**config.mk**
```make
export PLATFORM = sky130hd
export DESIGN_NAME = hyperram_arbiter_flat
export DESIGN_NICKNAME = d
export VERILOG_FILES = /design/src/rtl/hyperram_arbiter_pkg.sv /design/src/rtl/hyperram_arbiter_if.sv /design/src/rtl/hyperram_arbiter_rr_arb2.sv /design/src/rtl/hyperram_arbiter.sv /design/src/flat_wrapper.sv
export SDC_FILE = /design/constraint.sdc
export NUM_CORES = 1
export LEC_CHECK = 0
export ABC_CLOCK_PERIOD_IN_PS = 4300
export CORE_ASPECT_RATIO = 0.75
export CORE_MARGIN = 2
export CORE_UTILIZATION = 38
export CTS_BUF_LIST = sky130_fd_sc_hd__clkbuf_8
export DETAILED_ROUTE_END_ITERATION = 7
export PLACE_DENSITY = 0.88
export SLEW_MARGIN = 0
export SYNTH_ARGS = -nofsm -noshare
export SYNTH_HDL_FRONTEND = slang
export SYNTH_SLANG_ARGS = --single-unit
```
**constraint.sdc**
```tcl
create_clock -name clk -period 4.3 [get_ports clk]
set_clock_uncertainty 0.1 [all_clocks]
set_input_delay 0.86 -clock clk [delete_from_list [all_inputs] [get_ports clk]]
set_output_delay 0.86 -clock clk [all_outputs]
set_load 0.02 [all_outputs]
```
**src/rtl/hyperram_arbiter_pkg.sv**
```systemverilog
// Shared defaults and sequencer state encoding for the HyperRAM front-end arbiter.
package hyperram_pkg;
    localparam int ADDR_W_DEF = 24;
    localparam int DATA_W_DEF = 16;

    typedef enum logic [2:0] {
        IDLE      = 3'd0,
        START     = 3'd1,
        WAIT_BUSY = 3'd2,
        BUSY      = 3'd3,
        DONE      = 3'd4
    } state_t;
endpackage

```
**src/rtl/hyperram_arbiter_if.sv**
```systemverilog
// Requester and controller handshake bundle; slave = arbiter, master = requesters/controller.
interface hyperram_arbiter_if import hyperram_pkg::*; #(
    parameter int ADDR_W = ADDR_W_DEF,
    parameter int DATA_W = DATA_W_DEF
);
    logic              r0_req, r0_rdwr, r0_gnt, r0_next_wr, r0_rd_valid, r0_done, r0_err;
    logic [ADDR_W-1:0] r0_addr;
    logic [DATA_W-1:0] r0_wr_data;
    logic              r1_req, r1_rdwr, r1_gnt, r1_next_wr, r1_rd_valid, r1_done, r1_err;
    logic [ADDR_W-1:0] r1_addr;
    logic [DATA_W-1:0] r1_wr_data;
    logic [DATA_W-1:0] rd_data, wr_data, mdata;
    logic [ADDR_W-1:0] addr;
    logic              start, rdwr, next_wr, mdata_ready, mbusy, arb_busy;

    modport slave (
        input  r0_req, r0_rdwr, r0_addr, r0_wr_data,
        input  r1_req, r1_rdwr, r1_addr, r1_wr_data,
        input  next_wr, mdata, mdata_ready, mbusy,
        output r0_gnt, r0_next_wr, r0_rd_valid, r0_done, r0_err,
        output r1_gnt, r1_next_wr, r1_rd_valid, r1_done, r1_err,
        output rd_data, start, rdwr, addr, wr_data, arb_busy
    );

    modport master (
        output r0_req, r0_rdwr, r0_addr, r0_wr_data,
        output r1_req, r1_rdwr, r1_addr, r1_wr_data,
        output next_wr, mdata, mdata_ready, mbusy,
        input  r0_gnt, r0_next_wr, r0_rd_valid, r0_done, r0_err,
        input  r1_gnt, r1_next_wr, r1_rd_valid, r1_done, r1_err,
        input  rd_data, start, rdwr, addr, wr_data, arb_busy
    );
endinterface

```
**src/rtl/hyperram_arbiter_rr_arb2.sv**
```systemverilog
// Two-way round-robin pick: on a tie the port that did not win last time goes next.
module rr_arb2 (
    input  logic req0,
    input  logic req1,
    input  logic last,
    output logic valid,
    output logic winner
);
    always_comb begin
        valid  = req0 | req1;
        winner = (req0 & req1) ? ~last : req1;
    end
endmodule

```
**src/rtl/hyperram_arbiter.sv**
```systemverilog
// Round-robin arbiter/sequencer for two requesters sharing one HyperRAM controller.
module hyperram_arbiter import hyperram_pkg::*; #(
    parameter int ADDR_W  = ADDR_W_DEF,
    parameter int DATA_W  = DATA_W_DEF,
    parameter int TIMEOUT = 255
) (
    input logic clk,
    input logic rst,
    hyperram_arbiter_if.slave bus
);
    localparam int CNT_W = $clog2(TIMEOUT + 1);

    state_t            state, state_nxt;
    logic              owner, last, err_flag, start_q, rdwr_q;
    logic              pick_valid, pick, timed_out;
    logic [ADDR_W-1:0] addr_q;
    logic [DATA_W-1:0] owner_wr;
    logic [CNT_W-1:0]  cnt;

    rr_arb2 u_pick (
        .req0   (bus.r0_req),
        .req1   (bus.r1_req),
        .last   (last),
        .valid  (pick_valid),
        .winner (pick)
    );

    assign timed_out = !bus.mbusy && (cnt == CNT_W'(TIMEOUT - 1));

    always_comb begin
        state_nxt = state;
        case (state)
            IDLE:      if (pick_valid && !bus.mbusy) state_nxt = START;
            START:     state_nxt = WAIT_BUSY;
            WAIT_BUSY: if (bus.mbusy) state_nxt = BUSY;
                       else if (timed_out) state_nxt = DONE;
            BUSY:      if (!bus.mbusy) state_nxt = DONE;
            DONE:      state_nxt = IDLE;
            default:   state_nxt = IDLE;
        endcase
    end

    // start is registered so it lands the cycle after gnt, once the command is stable
    always_ff @(posedge clk) begin
        if (rst) begin
            state    <= IDLE;
            owner    <= 1'b0;
            last     <= 1'b1;
            err_flag <= 1'b0;
            start_q  <= 1'b0;
            rdwr_q   <= 1'b0;
            addr_q   <= '0;
            cnt      <= '0;
        end else begin
            state   <= state_nxt;
            start_q <= (state == START);
            if (state == IDLE && state_nxt == START) begin
                owner  <= pick;
                last   <= pick;
                rdwr_q <= pick ? bus.r1_rdwr : bus.r0_rdwr;
                addr_q <= pick ? bus.r1_addr : bus.r0_addr;
            end
            if (state == START) begin
                cnt      <= '0;
                err_flag <= 1'b0;
            end else if (state == WAIT_BUSY) begin
                if (cnt != CNT_W'(TIMEOUT)) cnt <= cnt + CNT_W'(1);
                if (timed_out) err_flag <= 1'b1;
            end
        end
    end

    logic in_xfer, in_busy, in_done;
    assign in_xfer = (state == WAIT_BUSY) || (state == BUSY);
    assign in_busy = (state == BUSY);
    assign in_done = (state == DONE);
    assign owner_wr = owner ? bus.r1_wr_data : bus.r0_wr_data;

    assign bus.r0_gnt      = (state == START) && !owner;
    assign bus.r1_gnt      = (state == START) && owner;
    assign bus.r0_next_wr  = bus.next_wr && in_xfer && !owner;
    assign bus.r1_next_wr  = bus.next_wr && in_xfer && owner;
    assign bus.r0_rd_valid = bus.mdata_ready && in_busy && !owner;
    assign bus.r1_rd_valid = bus.mdata_ready && in_busy && owner;
    assign bus.r0_done     = in_done && !owner;
    assign bus.r1_done     = in_done && owner;
    assign bus.r0_err      = in_done && !owner && err_flag;
    assign bus.r1_err      = in_done && owner && err_flag;
    assign bus.rd_data     = bus.mdata;
    assign bus.start       = start_q;
    assign bus.rdwr        = rdwr_q;
    assign bus.addr        = addr_q;
    assign bus.wr_data     = (state == IDLE) ? '0 : owner_wr;
    assign bus.arb_busy    = (state != IDLE);
endmodule

```
**src/flat_wrapper.sv**
```systemverilog
// flat-port wrapper written by rule: the top's interface ports become plain ports
module hyperram_arbiter_flat import hyperram_pkg::*;
#(
    parameter int ADDR_W  = ADDR_W_DEF,
    parameter int DATA_W  = DATA_W_DEF,
    parameter int TIMEOUT = 255
)
  (clk, rst, bus_r0_req, bus_r0_rdwr, bus_r0_addr, bus_r0_wr_data, bus_r1_req, bus_r1_rdwr, bus_r1_addr, bus_r1_wr_data, bus_next_wr, bus_mdata, bus_mdata_ready, bus_mbusy, bus_r0_gnt, bus_r0_next_wr, bus_r0_rd_valid, bus_r0_done, bus_r0_err, bus_r1_gnt, bus_r1_next_wr, bus_r1_rd_valid, bus_r1_done, bus_r1_err, bus_rd_data, bus_start, bus_rdwr, bus_addr, bus_wr_data, bus_arb_busy);
  hyperram_arbiter_if #(.ADDR_W(ADDR_W), .DATA_W(DATA_W)) bus_i ();
  input logic clk;
  input logic rst;
  input wire logic [$bits(bus_i.r0_req)-1:0] bus_r0_req;
  input wire logic [$bits(bus_i.r0_rdwr)-1:0] bus_r0_rdwr;
  input wire logic [$bits(bus_i.r0_addr)-1:0] bus_r0_addr;
  input wire logic [$bits(bus_i.r0_wr_data)-1:0] bus_r0_wr_data;
  input wire logic [$bits(bus_i.r1_req)-1:0] bus_r1_req;
  input wire logic [$bits(bus_i.r1_rdwr)-1:0] bus_r1_rdwr;
  input wire logic [$bits(bus_i.r1_addr)-1:0] bus_r1_addr;
  input wire logic [$bits(bus_i.r1_wr_data)-1:0] bus_r1_wr_data;
  input wire logic [$bits(bus_i.next_wr)-1:0] bus_next_wr;
  input wire logic [$bits(bus_i.mdata)-1:0] bus_mdata;
  input wire logic [$bits(bus_i.mdata_ready)-1:0] bus_mdata_ready;
  input wire logic [$bits(bus_i.mbusy)-1:0] bus_mbusy;
  output wire logic [$bits(bus_i.r0_gnt)-1:0] bus_r0_gnt;
  output wire logic [$bits(bus_i.r0_next_wr)-1:0] bus_r0_next_wr;
  output wire logic [$bits(bus_i.r0_rd_valid)-1:0] bus_r0_rd_valid;
  output wire logic [$bits(bus_i.r0_done)-1:0] bus_r0_done;
  output wire logic [$bits(bus_i.r0_err)-1:0] bus_r0_err;
  output wire logic [$bits(bus_i.r1_gnt)-1:0] bus_r1_gnt;
  output wire logic [$bits(bus_i.r1_next_wr)-1:0] bus_r1_next_wr;
  output wire logic [$bits(bus_i.r1_rd_valid)-1:0] bus_r1_rd_valid;
  output wire logic [$bits(bus_i.r1_done)-1:0] bus_r1_done;
  output wire logic [$bits(bus_i.r1_err)-1:0] bus_r1_err;
  output wire logic [$bits(bus_i.rd_data)-1:0] bus_rd_data;
  output wire logic [$bits(bus_i.start)-1:0] bus_start;
  output wire logic [$bits(bus_i.rdwr)-1:0] bus_rdwr;
  output wire logic [$bits(bus_i.addr)-1:0] bus_addr;
  output wire logic [$bits(bus_i.wr_data)-1:0] bus_wr_data;
  output wire logic [$bits(bus_i.arb_busy)-1:0] bus_arb_busy;
  assign bus_i.r0_req = bus_r0_req;
  assign bus_i.r0_rdwr = bus_r0_rdwr;
  assign bus_i.r0_addr = bus_r0_addr;
  assign bus_i.r0_wr_data = bus_r0_wr_data;
  assign bus_i.r1_req = bus_r1_req;
  assign bus_i.r1_rdwr = bus_r1_rdwr;
  assign bus_i.r1_addr = bus_r1_addr;
  assign bus_i.r1_wr_data = bus_r1_wr_data;
  assign bus_i.next_wr = bus_next_wr;
  assign bus_i.mdata = bus_mdata;
  assign bus_i.mdata_ready = bus_mdata_ready;
  assign bus_i.mbusy = bus_mbusy;
  assign bus_r0_gnt = bus_i.r0_gnt;
  assign bus_r0_next_wr = bus_i.r0_next_wr;
  assign bus_r0_rd_valid = bus_i.r0_rd_valid;
  assign bus_r0_done = bus_i.r0_done;
  assign bus_r0_err = bus_i.r0_err;
  assign bus_r1_gnt = bus_i.r1_gnt;
  assign bus_r1_next_wr = bus_i.r1_next_wr;
  assign bus_r1_rd_valid = bus_i.r1_rd_valid;
  assign bus_r1_done = bus_i.r1_done;
  assign bus_r1_err = bus_i.r1_err;
  assign bus_rd_data = bus_i.rd_data;
  assign bus_start = bus_i.start;
  assign bus_rdwr = bus_i.rdwr;
  assign bus_addr = bus_i.addr;
  assign bus_wr_data = bus_i.wr_data;
  assign bus_arb_busy = bus_i.arb_busy;
  hyperram_arbiter #(.ADDR_W(ADDR_W), .DATA_W(DATA_W), .TIMEOUT(TIMEOUT)) u_core (.clk(clk), .rst(rst), .bus(bus_i));
endmodule
```
## Yosys cells after proc, flatten, opt, wreduce, memory -nomap -nowiden

Index checks and enable logic that the tools add are counted.

| storage, ports and cells | value |
|---|---|
| register bits after elaboration | 40 |
| input bits | 105 |

| cells by class | value |
|---|---|
| reductions and logical operators | 23 |
| add/sub/neg operators | 1 |
| muxes and demuxes | 10 |
| bitwise logic cells | 3 |
| equality and inequality tests | 7 |

Operator list:

| cell | count |
|---|---|
| 16-bit two-way mux | 2 |
| 24-bit two-way mux | 1 |
| 1-bit logical AND | 15 |
| 3-bit two-way mux | 4 |
| 3-bit case mux with 4 select lines | 1 |
| 8-bit by 1-bit adder with 8-bit output, second input constant | 1 |
| 8-bit == test, second input constant | 1 |
| 8-bit inequality test, second input constant | 1 |
| 3-bit by 1-bit == test with 1-bit output, second input constant | 2 |
| 3-bit by 2-bit == test with 1-bit output, second input constant | 2 |
| 2-bit AND reduction | 2 |
| 3-bit == test, second input constant | 1 |
| 3-bit logical NOT | 1 |
| 3-bit nonzero test | 1 |
| 1-bit logical NOT | 2 |
| 1-bit two-way mux | 2 |
| 2-bit OR reduction | 1 |
| 1-bit AND | 1 |
| 1-bit logical OR | 1 |
| 1-bit NOT | 1 |
| 1-bit OR | 1 |

## Longest topological paths before layout

| depth | value |
|---|---|
| depth after elaboration | 7 |
| gate-level depth with buffers | 6 |

## Cells and area by module

A second synthesis with hierarchy kept.

| second synthesis, totals | value |
|---|---|
| cells, all modules | 276 |
| area total of the unflattened synthesis | 2371.0 um^2 |

By module, submodules not included:

| module | times used | cells each | seq. area each (um^2) | area each (um^2) |
|---|---|---|---|---|
| hyperram_arbiter | 1 | 274 | 800.8 | 2357.3 |
| rr_arb2 | 1 | 2 | 0.0 | 13.8 |

## Worst setup path after synthesis

OpenSTA, ideal clock, no wires.

| timing | value |
|---|---|
| path kind | input to output |
| start point | input bus_mdata_ready |
| end point | output bus_r0_rd_valid |
| data arrival time | 1.404 ns |
| setup slack | 1.936 ns |
| buffers on the path | 0 |
| cell stages on the path | 2 |
| cell sequence | nand3_1 > nor3_1 |

| between the ends | value |
|---|---|
| word-level cells in the longest chain between the ends | 2 |

RTL lines:

| what | line | text |
|---|---|---|
| start, declared | flat_wrapper.sv:22 | `input wire logic [$bits(bus_i.mdata_ready)-1:0] bus_mdata_ready;` |
| 1-bit logical AND (2 in series) | hyperram_arbiter.sv:83 | `assign bus.r0_rd_valid = bus.mdata_ready && in_busy && !owner;` |
| end, declared | flat_wrapper.sv:26 | `output wire logic [$bits(bus_i.r0_rd_valid)-1:0] bus_r0_rd_valid;` |

No other way between the ends.

## Worst setup path in the final report

| timing | value |
|---|---|
| start point | register u_core.owner |
| end point | output bus_r1_next_wr |

| between the ends | value |
|---|---|
| word-level cells in the longest chain between the ends | 1 |

RTL lines:

| what | line | text |
|---|---|---|
| start, declared | hyperram_arbiter.sv:14 | `logic owner, last, err_flag, start_q, rdwr_q;` |
| start signal, assigned | hyperram_arbiter.sv:58 | `owner <= pick;` |
| 1-bit logical AND | hyperram_arbiter.sv:82 | `assign bus.r1_next_wr = bus.next_wr && in_xfer && owner;` |
| end, declared | flat_wrapper.sv:30 | `output wire logic [$bits(bus_i.r1_next_wr)-1:0] bus_r1_next_wr;` |

No other way between the ends.

==> out/results.txt <==
setup_tns - 0 ns
Starting Density - 38.7%
Post-Synth XOR/XNOR Area - 0%
synthesized area per cell - 8.02 um2
I/O Pins - 174
# rows - 25
CP cell instances - nand2_1 > nor2_1 > clkdlybuf4s50_1
largest net degree at the start of global routing - 32
final net count - 514
Core ar. - 0.00619 mm2
PwrDens - 295 mW/mm2
global placer's final weighted congestion - 0.821
Vias - 2572
RSZ-0062 raised after global routing - no
die area - 0.00697 mm2
Arr. time, crit path - 2.48 ns
Die Span X - 95.7 um
Reg2Reg Setup Slack - 1.19 ns
Syn Nets - 406
register area - 801 um2
CTS tree - yes
Req. time, crit path - 3.34 ns
Post-Synth Adder-Cell Area - 1.04%
top post-synthesis cells by area - dfxtp_1 (33%), a311oi_1 (9.5%), nand2_1 (8.9%), mux2i_1 (7.5%), buf_4 (6.6%)
clock latency on the worst-skew pair - 0.29 ns
Iter 0 DRT Violations - 111
Synth cell types - 38
Fin Hold WS - 0.408 ns
critical path type - register to primary output
Longest Clk Path Bufs - 2
clk slew on worst S/H paths - 0.09 ns
status - completed
Synth Cell Area - 0.00240 mm2
post-synthesis simple-gate area fraction - 23.4%
die height - 72.8 um
Seq/Total Area, Yosys - 33.4%
DP Wirelength - 5500 um
largest family of logic cells by synthesized area - simple AND/OR/NAND/NOR gates
Yosys reg bits - 40
H-tree levels - 2
Tcrit/Tclk final - 80.0%
drt pass-1 iters - 4
Post-CTS Setup Repair Bufs - 0
wire per inst - 14.8 um
post-layout util - 60.8%
Tmin final - 3.44 ns
Synth top area share - 33.4%
FMAX - 0.291 GHz
Clock Sinks - 40
leak pwr - 1.36 nW
antenna viol nets, final - 0
vias per cell - 5.26
HP Class - register to register
ant diodes - 0
Startpoint Class - register
Num CTS Buffers - 5
post-synthesis async set-or-reset flop share - 0%
slowest stage delay, CP - 1.10 ns
Final setup viols - 0
Tot Pwr - 1.11 mW
compound-cell area share of the yosys netlist - 22.0%
multiplexer area fraction after synthesis - 7.52%
area of the multi-input gates - 0.00129 mm2
CP max-delay cell - dfxtp_1
Post-synth EDFFs - 0
Total GRT Usage - 20.1%
yosys warns - 0
CTS resizes - 0
initial antenna violation count - 0
Hold-fix buffers, CTS - 0
Area growth syn-to-layout - 57.2%
Synth area leader - dfxtp_1
fin cells - 489
grt total ovfl - 0
Filler Cell Count - 559
placed insts - 481
number of max-cap violations - 0
max-slew violation total from the final report - 0
Root Buffer - clkbuf_8
first-pass GRT wire length - 11200 um
layout cells sized above 1 - 5.15%
Slew headroom - 23.3%
vias in the first global route - 2442
Setup crit end kind - primary output
final hold vios - 0
Max Fanout on Critical Path - 24
drt total wl - 7260 um
post-synthesis cell count - 299
Peak VDD IR - 202 uV
Top FF cell, synth - dfxtp_1
Worst Tran Pin Value - 1.15 ns
Residual DRC - 0
PortBufs - 141
==> critical path: cells and delay by family, from the launching register on <==
family	cells	cell delay, ns
and+or+nand+nor	2	0.44
DFF	1	1.10
buffers and inverters	1	0.65
==> cells in the mapped netlist, types with 2 or more instances <==
| library cell | instances |
|---|---|
| a21bo_2 | 2 |
| a21oi_1 | 27 |
| a311oi_1 | 26 |
| a31o_2 | 2 |
| a31oi_1 | 4 |
| a41oi_1 | 3 |
| and2_1 | 5 |
| and3_1 | 3 |
| and4_1 | 3 |
| buf_2 | 14 |
| buf_4 | 21 |
| buf_6 | 3 |
| clkbuf_1 | 5 |
| dfxtp_1 | 40 |
| ha_1 | 2 |
| inv_1 | 6 |
| mux2i_1 | 18 |
| nand2_1 | 57 |
| nand3_1 | 6 |
| nor2_1 | 25 |
| nor2b_1 | 2 |
| nor3_1 | 7 |
| o211ai_1 | 2 |
| or3b_1 | 2 |
==> routing by layer <==
layer  GRT usage [%]  share of wire [%]  routed length, um  vias up
li1                -                  -                  -     1268
met1            23.6                 39               2800     1202
met2            35.2                 53               3830       90
met3            7.13                7.3                531       12
met4            4.60                1.4                104        0
met5               0                  0                  0        -
==> registers in the layout, indices dropped and copies added (netlist names) <==
name and cells:
u_core.bus.addr 24, u_core.bus.rdwr 1, u_core.bus.start 1, u_core.cnt 8, u_core.err_flag 1, u_core.last 1, u_core.owner 1, u_core.state 3
==> cells by family after synthesis <==
family	Yosys count
AND/OR/NAND/NOR	118
AO/OA/AOI/OAI	72
buffers and inverters	49
flip-flops	40
multiplexers	18
adder cells (fa/ha/maj)	2
==> layout make-up <==
class	count	area share [%]
flip-flops and latches	40	21.3
well taps	81	2.69
multi-input cells	210	34.3
repair buffers	144	38.1
clock buffers	5	1.83
clock inverters	3	1.23
inverters	6	0.598
==> report_power, final <==
part | switching, mW | internal (mW) | leakage, nW
Sequential | 0.0253 | 0.399 | 0.328
Combinational | 0.174 | 0.193 | 0.974
Clock | 0.143 | 0.175 | 0.0548
Total | 0.343 | 0.767 | 1.36
==> worst paths after layout <==
| path | start | endpoint | cells after the start |
|---|---|---|---|
| worst max-delay path | u_core.owner$_SDFFE_PP0P_ | bus_r1_next_wr | 3 |
| worst min-delay path | u_core.cnt[2]$_SDFFE_PP0P_ | u_core.cnt[2]$_SDFFE_PP0P_ | 1 |
| worst max register to register | u_core.state[2]$_SDFF_PP0_ | u_core.bus.addr[6]$_SDFFE_PP0P_ | 4 |
| worst min register to register | u_core.cnt[2]$_SDFFE_PP0P_ | u_core.cnt[2]$_SDFFE_PP0P_ | 1 |
==> per-stage QoR <==
stage / area (um2) / setup slack (ns)
floorplan: 2400 / 1.94
global placement: 3650 / 1.16
detailed placement: 3650 / 1.13
CTS: 3770 / 0.863
global route: 3770 / 0.762
finish: 3770 / 0.862
==> layout by cell type (no fill, tap or decap), drive strengths merged, types with 3 or more instances in the layout <==
cell / n
clkdlybuf4s50: 141
nand2: 57
dfxtp: 40
a21oi: 27
a311oi: 26
nor2: 25
mux2i: 18
nor3: 8
inv: 7
nand3: 6
and2: 5
clkbuf: 5
a31oi: 4
and3: 3
and4: 3
a41oi: 3
buf: 3
Power figures use the tool's default switching activity.
